File: config.mk
export PLATFORM = sky130hd
export DESIGN_NAME = ld_timer_ctrl
export DESIGN_NICKNAME = d
export VERILOG_FILES = /design/src/rtl/ld_timer_pkg.sv /design/src/rtl/ld_timer_fsm.sv /design/src/rtl/ld_timer_ctrl.sv
export SDC_FILE = /design/constraint.sdc
export NUM_CORES = 1
export LEC_CHECK = 0
export BUFFER_PORTS_ARGS = -buffer_cell sky130_fd_sc_hd__buf_2
export CORE_ASPECT_RATIO = 1.4
export CORE_MARGIN = 5
export CORE_UTILIZATION = 48
export CTS_CLUSTER_DIAMETER = 50
export DETAILED_ROUTE_END_ITERATION = 10
export PLACE_DENSITY = 0.76
export SYNTH_ARGS = -nofsm -noshare
export SYNTH_HDL_FRONTEND = slang
export SYNTH_SLANG_ARGS = --single-unit
File: constraint.sdc
create_clock -name CK -period 2 [get_ports CK]
set_clock_uncertainty 0.1 [all_clocks]
set_input_delay 0.2 -clock CK [delete_from_list [all_inputs] [get_ports CK]]
set_output_delay 0.2 -clock CK [all_outputs]
set_load 0.02 [all_outputs]
File: src/rtl/ld_timer_pkg.sv
// rtl/ld_timer_pkg.sv - shared types and helpers for the ld_timer controller
//
// Purpose: FSM state encoding, slice width and the WIDTH helper used by
// ld_timer_fsm and ld_timer_ctrl.
// Ports: none (package).
package ld_timer_pkg;

  typedef enum logic [1:0] {
    IDLE = 2'd0,
    LOAD = 2'd1,
    RUN  = 2'd2
  } state_t;

  localparam int SLICE_W = 4;

  function automatic int width_of(input int slices);
    return slices * SLICE_W;
  endfunction

endpackage

File: src/rtl/ld_timer_fsm.sv
// rtl/ld_timer_fsm.sv - control FSM and chain strobe decode for ld_timer_ctrl
//
// Purpose: IDLE/LOAD/RUN state register, next-state logic and the
// combinational SD/SP/CI decode driven onto the counter chain.
// Ports:
//   i_clk, i_rst       clock, synchronous active-high reset
//   i_start, i_stop    control pulses (stop has priority)
//   i_cnt_co_n         chain terminal borrow, active-low
//   o_state, o_next    current and next state
//   o_term             RUN cycle with terminal count
//   o_cnt_sd/sp/ci_n   chain load select, enable, borrow-in (active-low)
module ld_timer_fsm
  import ld_timer_pkg::*;
#(
  parameter bit AUTO_RELOAD = 1'b1
) (
  input  logic   i_clk,
  input  logic   i_rst,
  input  logic   i_start,
  input  logic   i_stop,
  input  logic   i_cnt_co_n,
  output state_t o_state,
  output state_t o_next,
  output logic   o_term,
  output logic   o_cnt_sd,
  output logic   o_cnt_sp,
  output logic   o_cnt_ci_n
);

  state_t r_state;
  state_t w_next;

  always_ff @(posedge i_clk) begin
    if (i_rst) r_state <= IDLE;
    else       r_state <= w_next;
  end

  always_comb begin
    w_next     = r_state;
    o_term     = 1'b0;
    o_cnt_sd   = 1'b0;
    o_cnt_sp   = 1'b0;
    o_cnt_ci_n = 1'b1;
    case (r_state)
      IDLE: begin
        if (i_start && !i_stop) w_next = LOAD;
      end
      LOAD: begin
        o_cnt_sp = 1'b1;
        o_cnt_sd = 1'b1;
        w_next   = i_stop ? IDLE : RUN;
      end
      RUN: begin
        o_cnt_sp   = 1'b1;
        o_cnt_ci_n = 1'b0;
        o_term     = !i_cnt_co_n;
        if (AUTO_RELOAD) begin
          o_cnt_sd = o_term;
        end else if (o_term) begin
          // One-shot: the chain sits at 0 and would wrap on this edge, so
          // the counting edge is suppressed to leave it holding 0.
          o_cnt_sp = 1'b0;
        end
        if (i_stop)                     w_next = IDLE;
        else if (i_start)               w_next = LOAD;
        else if (o_term && !AUTO_RELOAD) w_next = IDLE;
      end
      default: w_next = IDLE;
    endcase
  end

  assign o_state = r_state;
  assign o_next  = w_next;

endmodule

File: src/rtl/ld_timer_ctrl.sv
// rtl/ld_timer_ctrl.sv - programmable-period timer over a loadable down-counter chain
//
// Purpose: drives a cascade of 4-bit loadable down-counter slices as a
// periodic (or one-shot) timer with a period shadow register and a
// one-cycle tick. Optional capture feature under macro LD_TIMER_CAPTURE_EN.
// Ports:
//   CK, RST            clock, synchronous active-high reset
//   start, stop        load-and-run / halt pulses (stop wins)
//   period_we, period  period shadow write (tick interval = period+1)
//   cnt_q, cnt_co_n    chain Q and terminal borrow (active-low)
//   cnt_d, cnt_sd      chain load data and load select
//   cnt_sp, cnt_ci_n   chain enable and borrow-in (active-low)
//   tick, busy         terminal-count pulse, LOAD/RUN indicator
//   capture, cap_q, cap_vld  (LD_TIMER_CAPTURE_EN only) elapsed-count capture
module ld_timer_ctrl
  import ld_timer_pkg::*;
#(
  parameter int  SLICES      = 4,
  parameter bit  AUTO_RELOAD = 1'b1,
  localparam int WIDTH       = width_of(SLICES)
) (
  input  logic             CK,
  input  logic             RST,
  input  logic             start,
  input  logic             stop,
  input  logic             period_we,
  input  logic [WIDTH-1:0] period,
  input  logic [WIDTH-1:0] cnt_q,
  input  logic             cnt_co_n,
  output logic [WIDTH-1:0] cnt_d,
  output logic             cnt_sd,
  output logic             cnt_sp,
  output logic             cnt_ci_n,
  output logic             tick,
  output logic             busy
`ifdef LD_TIMER_CAPTURE_EN
  ,
  input  logic             capture,
  output logic [WIDTH-1:0] cap_q,
  output logic             cap_vld
`endif
);

  state_t           w_state;
  state_t           w_next;
  logic             w_term;
  logic             w_enter_load;
  logic [WIDTH-1:0] r_period_shadow;
  logic [WIDTH-1:0] r_period_active;
  logic             r_tick;

  ld_timer_fsm #(
    .AUTO_RELOAD (AUTO_RELOAD)
  ) u_fsm (
    .i_clk      (CK),
    .i_rst      (RST),
    .i_start    (start),
    .i_stop     (stop),
    .i_cnt_co_n (cnt_co_n),
    .o_state    (w_state),
    .o_next     (w_next),
    .o_term     (w_term),
    .o_cnt_sd   (cnt_sd),
    .o_cnt_sp   (cnt_sp),
    .o_cnt_ci_n (cnt_ci_n)
  );

  assign w_enter_load = (w_next == LOAD) && (w_state != LOAD);

  always_ff @(posedge CK) begin
    if (RST) begin
      r_period_shadow <= '0;
      r_period_active <= '0;
      r_tick          <= 1'b0;
    end else begin
      if (period_we) r_period_shadow <= period;
      if (w_enter_load || w_term) r_period_active <= r_period_shadow;
      // A stop in the terminal cycle aborts the timer, so no tick follows.
      r_tick <= w_term && !stop;
    end
  end

  // On a reload edge the chain takes the value period_active is about to
  // hold, so a mid-period shadow write governs the very next period and
  // period_active always describes the period the chain is counting.
  assign cnt_d = w_term ? r_period_shadow : r_period_active;
  assign tick  = r_tick;
  assign busy  = (w_state != IDLE);

`ifdef LD_TIMER_CAPTURE_EN
  logic [WIDTH-1:0] r_cap_q;
  logic             r_cap_vld;

  always_ff @(posedge CK) begin
    if (RST) begin
      r_cap_q   <= '0;
      r_cap_vld <= 1'b0;
    end else begin
      r_cap_vld <= capture && (w_state == RUN);
      if (capture && (w_state == RUN)) r_cap_q <= r_period_active - cnt_q;
    end
  end

  assign cap_q   = r_cap_q;
  assign cap_vld = r_cap_vld;
`endif

endmodule
# After elaboration in Yosys (flattened, before gate mapping)
# Cells that the tools add are included.
[totals]
regBits = 35
input_bits = 38
wordCells = 27
output_inout_bits = 21
[classes]
n_eq_ne = 4
muxes = 10
n_reduce_logical = 9
[ops]
columns = ["cell", "n"]
rows = [
  ["$mux W16", 1],
  ["$mux W2", 4],
  ["$pmux W2 S3", 1],
  ["$eq A2 B1 Y1 const B", 2],
  ["$logic_and A1 B1 Y1", 3],
  ["$mux W1", 3],
  ["$eq A2 B2 Y1 const B", 1],
  ["$logic_not A1 Y1", 2],
  ["$logic_not A2 Y1", 1],
  ["$ne A2 B1 Y1 const B", 1],
  ["$pmux W1 S2", 1],
  ["$reduce_bool A2 Y1", 1],
  ["$reduce_or A2 Y1", 1],
  ["$logic_or A1 B1 Y1", 1],
]

# Logic depth before layout (Yosys ltp)
# Gate-level depths: netlist of the first run.
[logic_depth]
word_depth = 7
mapped_depth = 8

# Hierarchy
# A second synthesis of the first run with hierarchy kept.
[unflattened]
hier_cells = 166
area_unflattened_um2 = 1767.9
[modules_own_cells]
columns = ["mod", "seq_area_each_um2", "cells_each", "area_per_inst_um2", "n_inst"]
rows = [
  ["ld_timer_ctrl", 660.6, 144, 1567.8, 1],
  ["ld_timer_fsm", 40.0, 22, 200.2, 1],
]

# Worst setup path before layout of the first run
# No wires, ideal clock.
[synth_timing]
kind = "reg-to-reg"
start = "reg u_fsm.r_state[0], in the netlist u_fsm.o_state[0]"
end = "reg r_period_active[0]"
required_time_ns = 1.783
slack_ns = 0.192
path_buffers = 1
period_less_slack_ns = 1.808
arrival_time_ns = 1.591
setup_ns = 0.117
path_stages_with_launch = 8
cell_sequence = "dfxtp_1 inv_1 ha_1 and4bb_1 a211oi_4 a311oi_4 buf_6 a22o_1"
[synth_via]
elab_chain_cells = 6
[synth_lines]
columns = ["item", "line_no", "rtl"]
rows = [
  ["start, declared", "ld_timer_fsm.sv:30", "state_t r_state;"],
  ["start signal, assigned", "ld_timer_fsm.sv:35", "else r_state <= w_next;"],
  ["$mux W2", "ld_timer_fsm.sv:65", "else if (i_start) w_next = LOAD;"],
  ["$mux W2", "ld_timer_fsm.sv:64", "if (i_stop) w_next = IDLE;"],
  ["$pmux W2 S3", "ld_timer_fsm.sv:44", "case (r_state)"],
  ["$eq A2 B1 Y1", "ld_timer_ctrl.sv:68", "assign w_enter_load = (w_next == LOAD) && (w_state != LOAD);"],
  ["$logic_and A1 B1 Y1", "ld_timer_ctrl.sv:68", ""],
  ["$logic_or A1 B1 Y1 (*)", "ld_timer_ctrl.sv:77", "if (w_enter_load || w_term) r_period_active <= r_period_shadow;"],
  ["end signal, assigned", "ld_timer_ctrl.sv:77", ""],
  ["end, declared", "ld_timer_ctrl.sv:49", "logic [WIDTH-1:0] r_period_active;"],
]
# Every way passes the cells marked *; elsewhere a longest branch is shown, timed or not.
# A chain may end at the register's enable or synchronous reset.

# Worst setup path in the final report of the first run
[layout_timing]
start = "reg u_fsm.r_state[0], in the netlist u_fsm.o_state[0]"
end = "out cnt_d[4]"
[layout_via]
elab_chain_cells = 3
[layout_lines]
columns = ["item", "line_no", "rtl"]
rows = [
  ["$eq A2 B2 Y1", "ld_timer_fsm.sv:44", ""],
  ["$mux W1", "ld_timer_fsm.sv:44", ""],
  ["$mux W16", "ld_timer_ctrl.sv:86", "assign cnt_d = w_term ? r_period_shadow : r_period_active;"],
  ["end, declared", "ld_timer_ctrl.sv:30", "output logic [WIDTH-1:0] cnt_d,"],
]
# Every way passes these cells.

==> results_dict.tcl, run 1 <==
set metrics [dict create \
    status "finished, final reports clean" \
    grt_overflow_total 0 \
    maxCapViolCount 0 \
    grt_antenna_before_repair 0 \
    p_int_mw 1.21 \
    rows 24 \
    worstMarginPinSlew_ns 0.500 \
    die_w_um 57.6 \
    hold_viol_final 0 \
    setup_slack_ns 0.0451 \
    critPathRequiredTime_ns 1.70 \
    synth-seq-cells 35 \
    cellPowerDensity_mw_per_mm2 813 \
    ys_types 22 \
    cts.sinks 35 \
    core_area_mm2 0.00309 \
    clockBufferDepth 2 \
    grt_pass1_vias 1293 \
    diodes 0 \
    die_area_mm2 0.00441 \
    p_seq_share_pct 47.5 \
    drt-total-wl_um 3480 \
    numCtsBuffers 5 \
    hp-class "input port to flip-flop" \
    instances_no_fill 219 \
    grt_util_all_layers_pct 16.7 \
    grt_first_pass_wirelength_um 5800 \
    cts_max_level 2 \
    io_pins 59 \
    cp-startpoint "u_fsm.o_state[0]$_SDFF_PP0_" \
    portBuffers 42 \
    syn_area_per_cell_um2 11.4 \
    slew_headroom_pct 66.7 \
    switching_power_uw 380 \
    synth_cells 133 \
    drc 0 \
    cp-end-kind "output port" \
    tns_ns 0 \
    synth_warnings 0 \
    nNetsFinal 222 \
    layout_common_cells "buf_2 (39), dfxtp_1 (33), nor2_1 (19)" \
    worstSetupStartpointType "flip-flop" \
    cts_tree "yes" \
    critPathMaxFanout 9 \
    vias 1172 \
    maxSlewViolCount 0 \
    switching_share_pct 23.9 \
    clkTransAtPathRegs_ns 0.07 \
    die_height_um 76.6 \
    postRouteAntennaNets 0 \
    ir_drop_v 0.000732 \
    first_iter_violations 31 \
    seq_area_frac_synth_pct 46.0 \
    layout_min_cycle_time_ns 1.95 \
    hold_path.startpoint "stop" \
    insertion_delay_ns 0.28 \
    areaGrowthSynthToFinish_pct 28.7 \
    pre_cts_slack_ns -0.0741 \
    synth_fp_nets 175 \
    dpl_cell_area_mm2 0.00175 \
    r2r-start "u_fsm.o_state[1]$_SDFF_PP0_" \
    combPwrFrac_pct 15.2 \
    grt_start_max_net_pins 23 \
    floorplan.initialDensity_pct 49.2 \
    total_leakage_power_nw 0.949 \
    drtPass1Iterations 4 \
    setup_viol 0 \
    design_area_mm2 0.00196 \
    final_common_cell "buf_2" \
    avgRoutedWirePerCell_um 15.9 \
    crit_type "flip-flop to output port" \
    cp_data_arrival_time_ns 1.65 \
    root_buffer "clkbuf_8" \
    syn-cell-area_mm2 0.00152 \
    fmax_mhz 512 \
    clkPwrFrac_pct 37.3 \
    viasPerCell 5.35 \
    hpwl_um 2240 \
    rsz0062_at_grt "yes" \
    place_inst 207 \
    fin_crit_sh_pct 97.7 \
    drive_gt1_share_pct 45.0 \
    p_total_mw 1.59 \
    gp_congestion 0.751 \
]
## synthesized netlist by cell type
cell,number,share of area [%]
dfxtp_1,35,46
nor2_1,19,4.7
a22o_1,16,9.2
mux2_2,16,12
mux2i_1,16,11
ha_1,4,3.3
inv_1,4,0.99
buf_2,3,0.99
clkbuf_1,3,0.74
nor3_1,3,0.99
buf_6,2,1.5
nand2b_1,2,0.82
a211oi_4,1,1.3
a22oi_2,1,0.82
a311oi_4,1,1.7
a31o_4,1,1.2
and2_1,1,0.41
and2b_4,1,0.66
and4bb_1,1,0.82
nand2b_2,1,0.58
nor3b_1,1,0.49
o21a_1,1,0.49
## critical path: stages (launching register included)
cell	delay, ns
dfxtp_2	0.34
inv_2	0.06
ha_4	0.18
nand2b_4	0.08
buf_4	0.20
mux2_2	0.36
buf_2	0.16
## layer usage
layer	vias up	GRT usage, %	wire (um)
met5	-	0	0
met4	0	6.73	57
met3	8	4.41	202
met2	31	29.2	1860
met1	565	18.7	1360
li1	568	-	-
## flip-flops by register name (all words and copies together) (netlist names)
signal / cells
r_period_active: 16
r_period_shadow: 16
tick: 1
u_fsm.o_state: 2
## metrics by stage
| stage | hold WS [ns] | utilization (%) |
|---|---|---|
| final | 0.0506 | 63.3 |
| after global routing | 0.0279 | 63.3 |
| after global placement | 0.309 | 56.7 |
| after floorplan | 0.179 | - |
| after detailed placement | 0.327 | 56.7 |
| after CTS | 0.0195 | 63.0 |
## cell families after synthesis
logic type | count (synthesis) | synth area share [%]
and+or+nand+nor | 29 | 9.45
adders and majority gates | 4 | 3.29
muxes | 32 | 22.3
buffers and inverters | 12 | 4.19
AOI/OAI and AO/OA | 21 | 14.7
DFF | 35 | 46.0
## area by class of cell
cell class                      count  area (um^2)
Clock buffer                        6         72.6
Clock inverter                      1         30.0
Fill cell                         248         1130
Inverter                            4         15.0
Multi-Input combinational cell     86          778
Sequential cell                    35          703
Tap cell                           39         48.8
Timing Repair Buffer               48          312
## power by group through the flow
stage	registers, mW	logic [mW]	clock network, mW
after floorplan	0.764	0.161	0
after global placement	0.767	0.211	0
after detailed placement	0.770	0.217	0
after CTS	0.756	0.242	0.616
after global routing	0.760	0.263	0.636
final	0.756	0.243	0.594
## repair_timing
item,in CTS,in global routing
pin swaps,1,1
hold endpoints to repair,0,0
cloned,1,0
hold buffers,0,0
gates resized for setup,7,4
setup endpoints to repair,32,22
setup buffers,4,1
## path summary, 6_finish.rpt
check / end / slack [ns] / depth (start not counted)
worst max-delay path: cnt_d[4] / 0.05 / 6
worst min-delay path: tick$_SDFF_PP0_ / 0.05 / 2
worst max register to register: r_period_active[2]$_SDFFE_PP0P_ / 0.09 / 7
worst min register to register: r_period_active[8]$_SDFFE_PP0P_ / 0.37 / 1
No activity file was read; power rests on OpenSTA's default activity.
==> inputs of run 2 (changes only) <==
- GPL_TIMING_DRIVEN: unset -> 1
- SETUP_SLACK_MARGIN: unset -> 0.05
==> results_dict.tcl, run 2 (synthesis gave the netlist of run 1 again) <==
set metrics [dict create \
    rows 24 \
    clkTransAtPathRegs_ns 0.07 \
    dr_wl_met3_um 151 \
    ff_latch_area_um2 706 \
    slew_headroom_pct 66.7 \
    drc 0 \
    root_buffer "clkbuf_8" \
    die_area_mm2 0.00441 \
    diodes 0 \
    grt_overflow_total 0 \
    whs_path_depth 2 \
    drtPass1Iterations 4 \
    viasPerCell 5.39 \
    nNetsFinal 227 \
    gp_congestion 0.751 \
    cellPowerDensity_mw_per_mm2 782 \
    numCtsBuffers 5 \
    path_cells "inv_4 > ha_4 > nand2b_4 > buf_6 > clkbuf_16 > mux2_2 > buf_6" \
    dpl_cell_area_mm2 0.00175 \
    grt_util_all_layers_pct 17.1 \
    design_area_mm2 0.00210 \
    tns_ns 0 \
    worst-path-buf-inv 4 \
    clockBufferDepth 2 \
    avgRoutedWirePerCell_um 17.1 \
    maxCapViolCount 0 \
    worstMarginPinSlew_ns 0.499 \
    worst_path_largest_cell_delay_ns 0.35 \
    cpLargestDelayFamily "buffers and inverters" \
    critPathRequiredTime_ns 1.70 \
    fmax_mhz 507 \
    grt_first_pass_wirelength_um 5900 \
    holdPathEnd "tick$_SDFF_PP0_" \
    r2r-end "r_period_active[10]$_SDFFE_PP0P_" \
    hold_buffers 0 \
    maxSlewViolCount 0 \
    cts_tree "yes" \
    cp-end-kind "output port" \
    rsz0062_at_grt "yes" \
    r2r_cells 8 \
    grt_antenna_before_repair 0 \
    portBuffers 42 \
    vias 1208 \
    postRouteAntennaNets 0 \
    setup_viol 0 \
    areaGrowthSynthToFinish_pct 38.2 \
    hp-class "input port to flip-flop" \
    io_pins 59 \
    cts_max_level 2 \
    insertion_delay_ns 0.28 \
    grt_start_max_net_pins 23 \
    first_iter_violations 34 \
    r2r-start "u_fsm.o_state[0]$_SDFF_PP0_" \
    hold_viol_final 0 \
    ir_drop_v 0.000741 \
    hold_path.startpoint "stop" \
    met2_length_um 2100 \
    core_area_mm2 0.00309 \
    critPathMaxFanout 4 \
    hpwl_um 2240 \
    crit_top_cell "buf_6" \
    total_leakage_power_nw 1.01 \
    final_common_cell "dfxtp_1" \
    layout_min_cycle_time_ns 1.97 \
    r2r_slack_ns 0.05 \
    fillCellCount 228 \
    cts.sinks 35 \
    cp_slowest_cell "dfxtp_2" \
    drive_gt1_share_pct 46.5 \
    die_height_um 76.6 \
    die_w_um 57.6 \
    layout_common_cells "dfxtp_1 (33), buf_2 (31), nor2_1 (19)" \
    fin_crit_sh_pct 98.6 \
    cp_data_arrival_time_ns 1.67 \
    status "finished, final reports clean" \
    crit_type "flip-flop to output port" \
    worstSetupStartpointType "flip-flop" \
    floorplan.initialDensity_pct 49.2 \
    multiInputGateArea_um2 807 \
    grt_pass1_vias 1301 \
    routed.top_layer "met4" \
    met1_length_um 1530 \
    drt-total-wl_um 3830 \
]
-- run 2: worst max path at each step --
stage,depth (start not counted),slack [ns],from,to
5_1_grt,7,-0.01,u_fsm.o_state[0]$_SDFF_PP0_,cnt_d[4]
3_3_place_gp,6,0.01,u_fsm.o_state[0]$_SDFF_PP0_,r_period_active[0]$_SDFFE_PP0P_
6_report,7,0.03,u_fsm.o_state[0]$_SDFF_PP0_,cnt_d[4]
2_1_floorplan,7,0.19,u_fsm.o_state[0]$_SDFF_PP0_,r_period_active[0]$_SDFFE_PP0P_
3_5_place_dp,6,-0.07,u_fsm.o_state[0]$_SDFF_PP0_,r_period_active[10]$_SDFFE_PP0P_
4_1_cts,7,0.03,u_fsm.o_state[0]$_SDFF_PP0_,cnt_d[15]
-- run 2: repair_timing --
action / 4_1_cts / 5_1_grt
gates cloned: 1 / 3
pin swaps: 1 / 3
endpoints found under the setup margin: 32 / 32
buffers inserted: 5 / 2
resized for setup: 8 / 26
-- run 2: through the flow --
stage	setup WS (ns)	hold slack [ns]	utilization, %	instances	power (mW)
detailed placement	-0.0741	0.327	56.7	207	0.988
global placement	0.0147	0.309	56.7	207	0.978
finish	0.0276	0.0418	68.0	224	1.65
CTS	0.0296	0.0195	63.7	220	1.62
floorplan	0.192	0.179	-	133	0.925
global route	-0.0112	0.0273	68.0	224	1.70
-- run 2: routing by layer --
layer / track usage, % / up-vias
li1: - / 580
met1: 19.0 / 587
met2: 30.0 / 36
met3: 4.41 / 5
met4: 6.73 / 0
met5: 0 / -
-- run 2: layout make-up --
type | count | share of cell area, %
multi-input combinational | 87 | 38.3
sequential | 35 | 33.5
timing repair buffer | 52 | 20.1
clock buffer | 6 | 3.45
tap | 39 | 2.32
clock inverter | 1 | 1.43
inverter | 4 | 0.832
-- run 2: report_power, final --
group          internal (mW)  switching (mW)  leakage, nW  total [mW]
sequential             0.732          0.0246        0.287       0.757
clock                  0.365           0.242       0.0513       0.608
combinational          0.142           0.139        0.669       0.281
total                   1.24           0.406         1.01        1.65
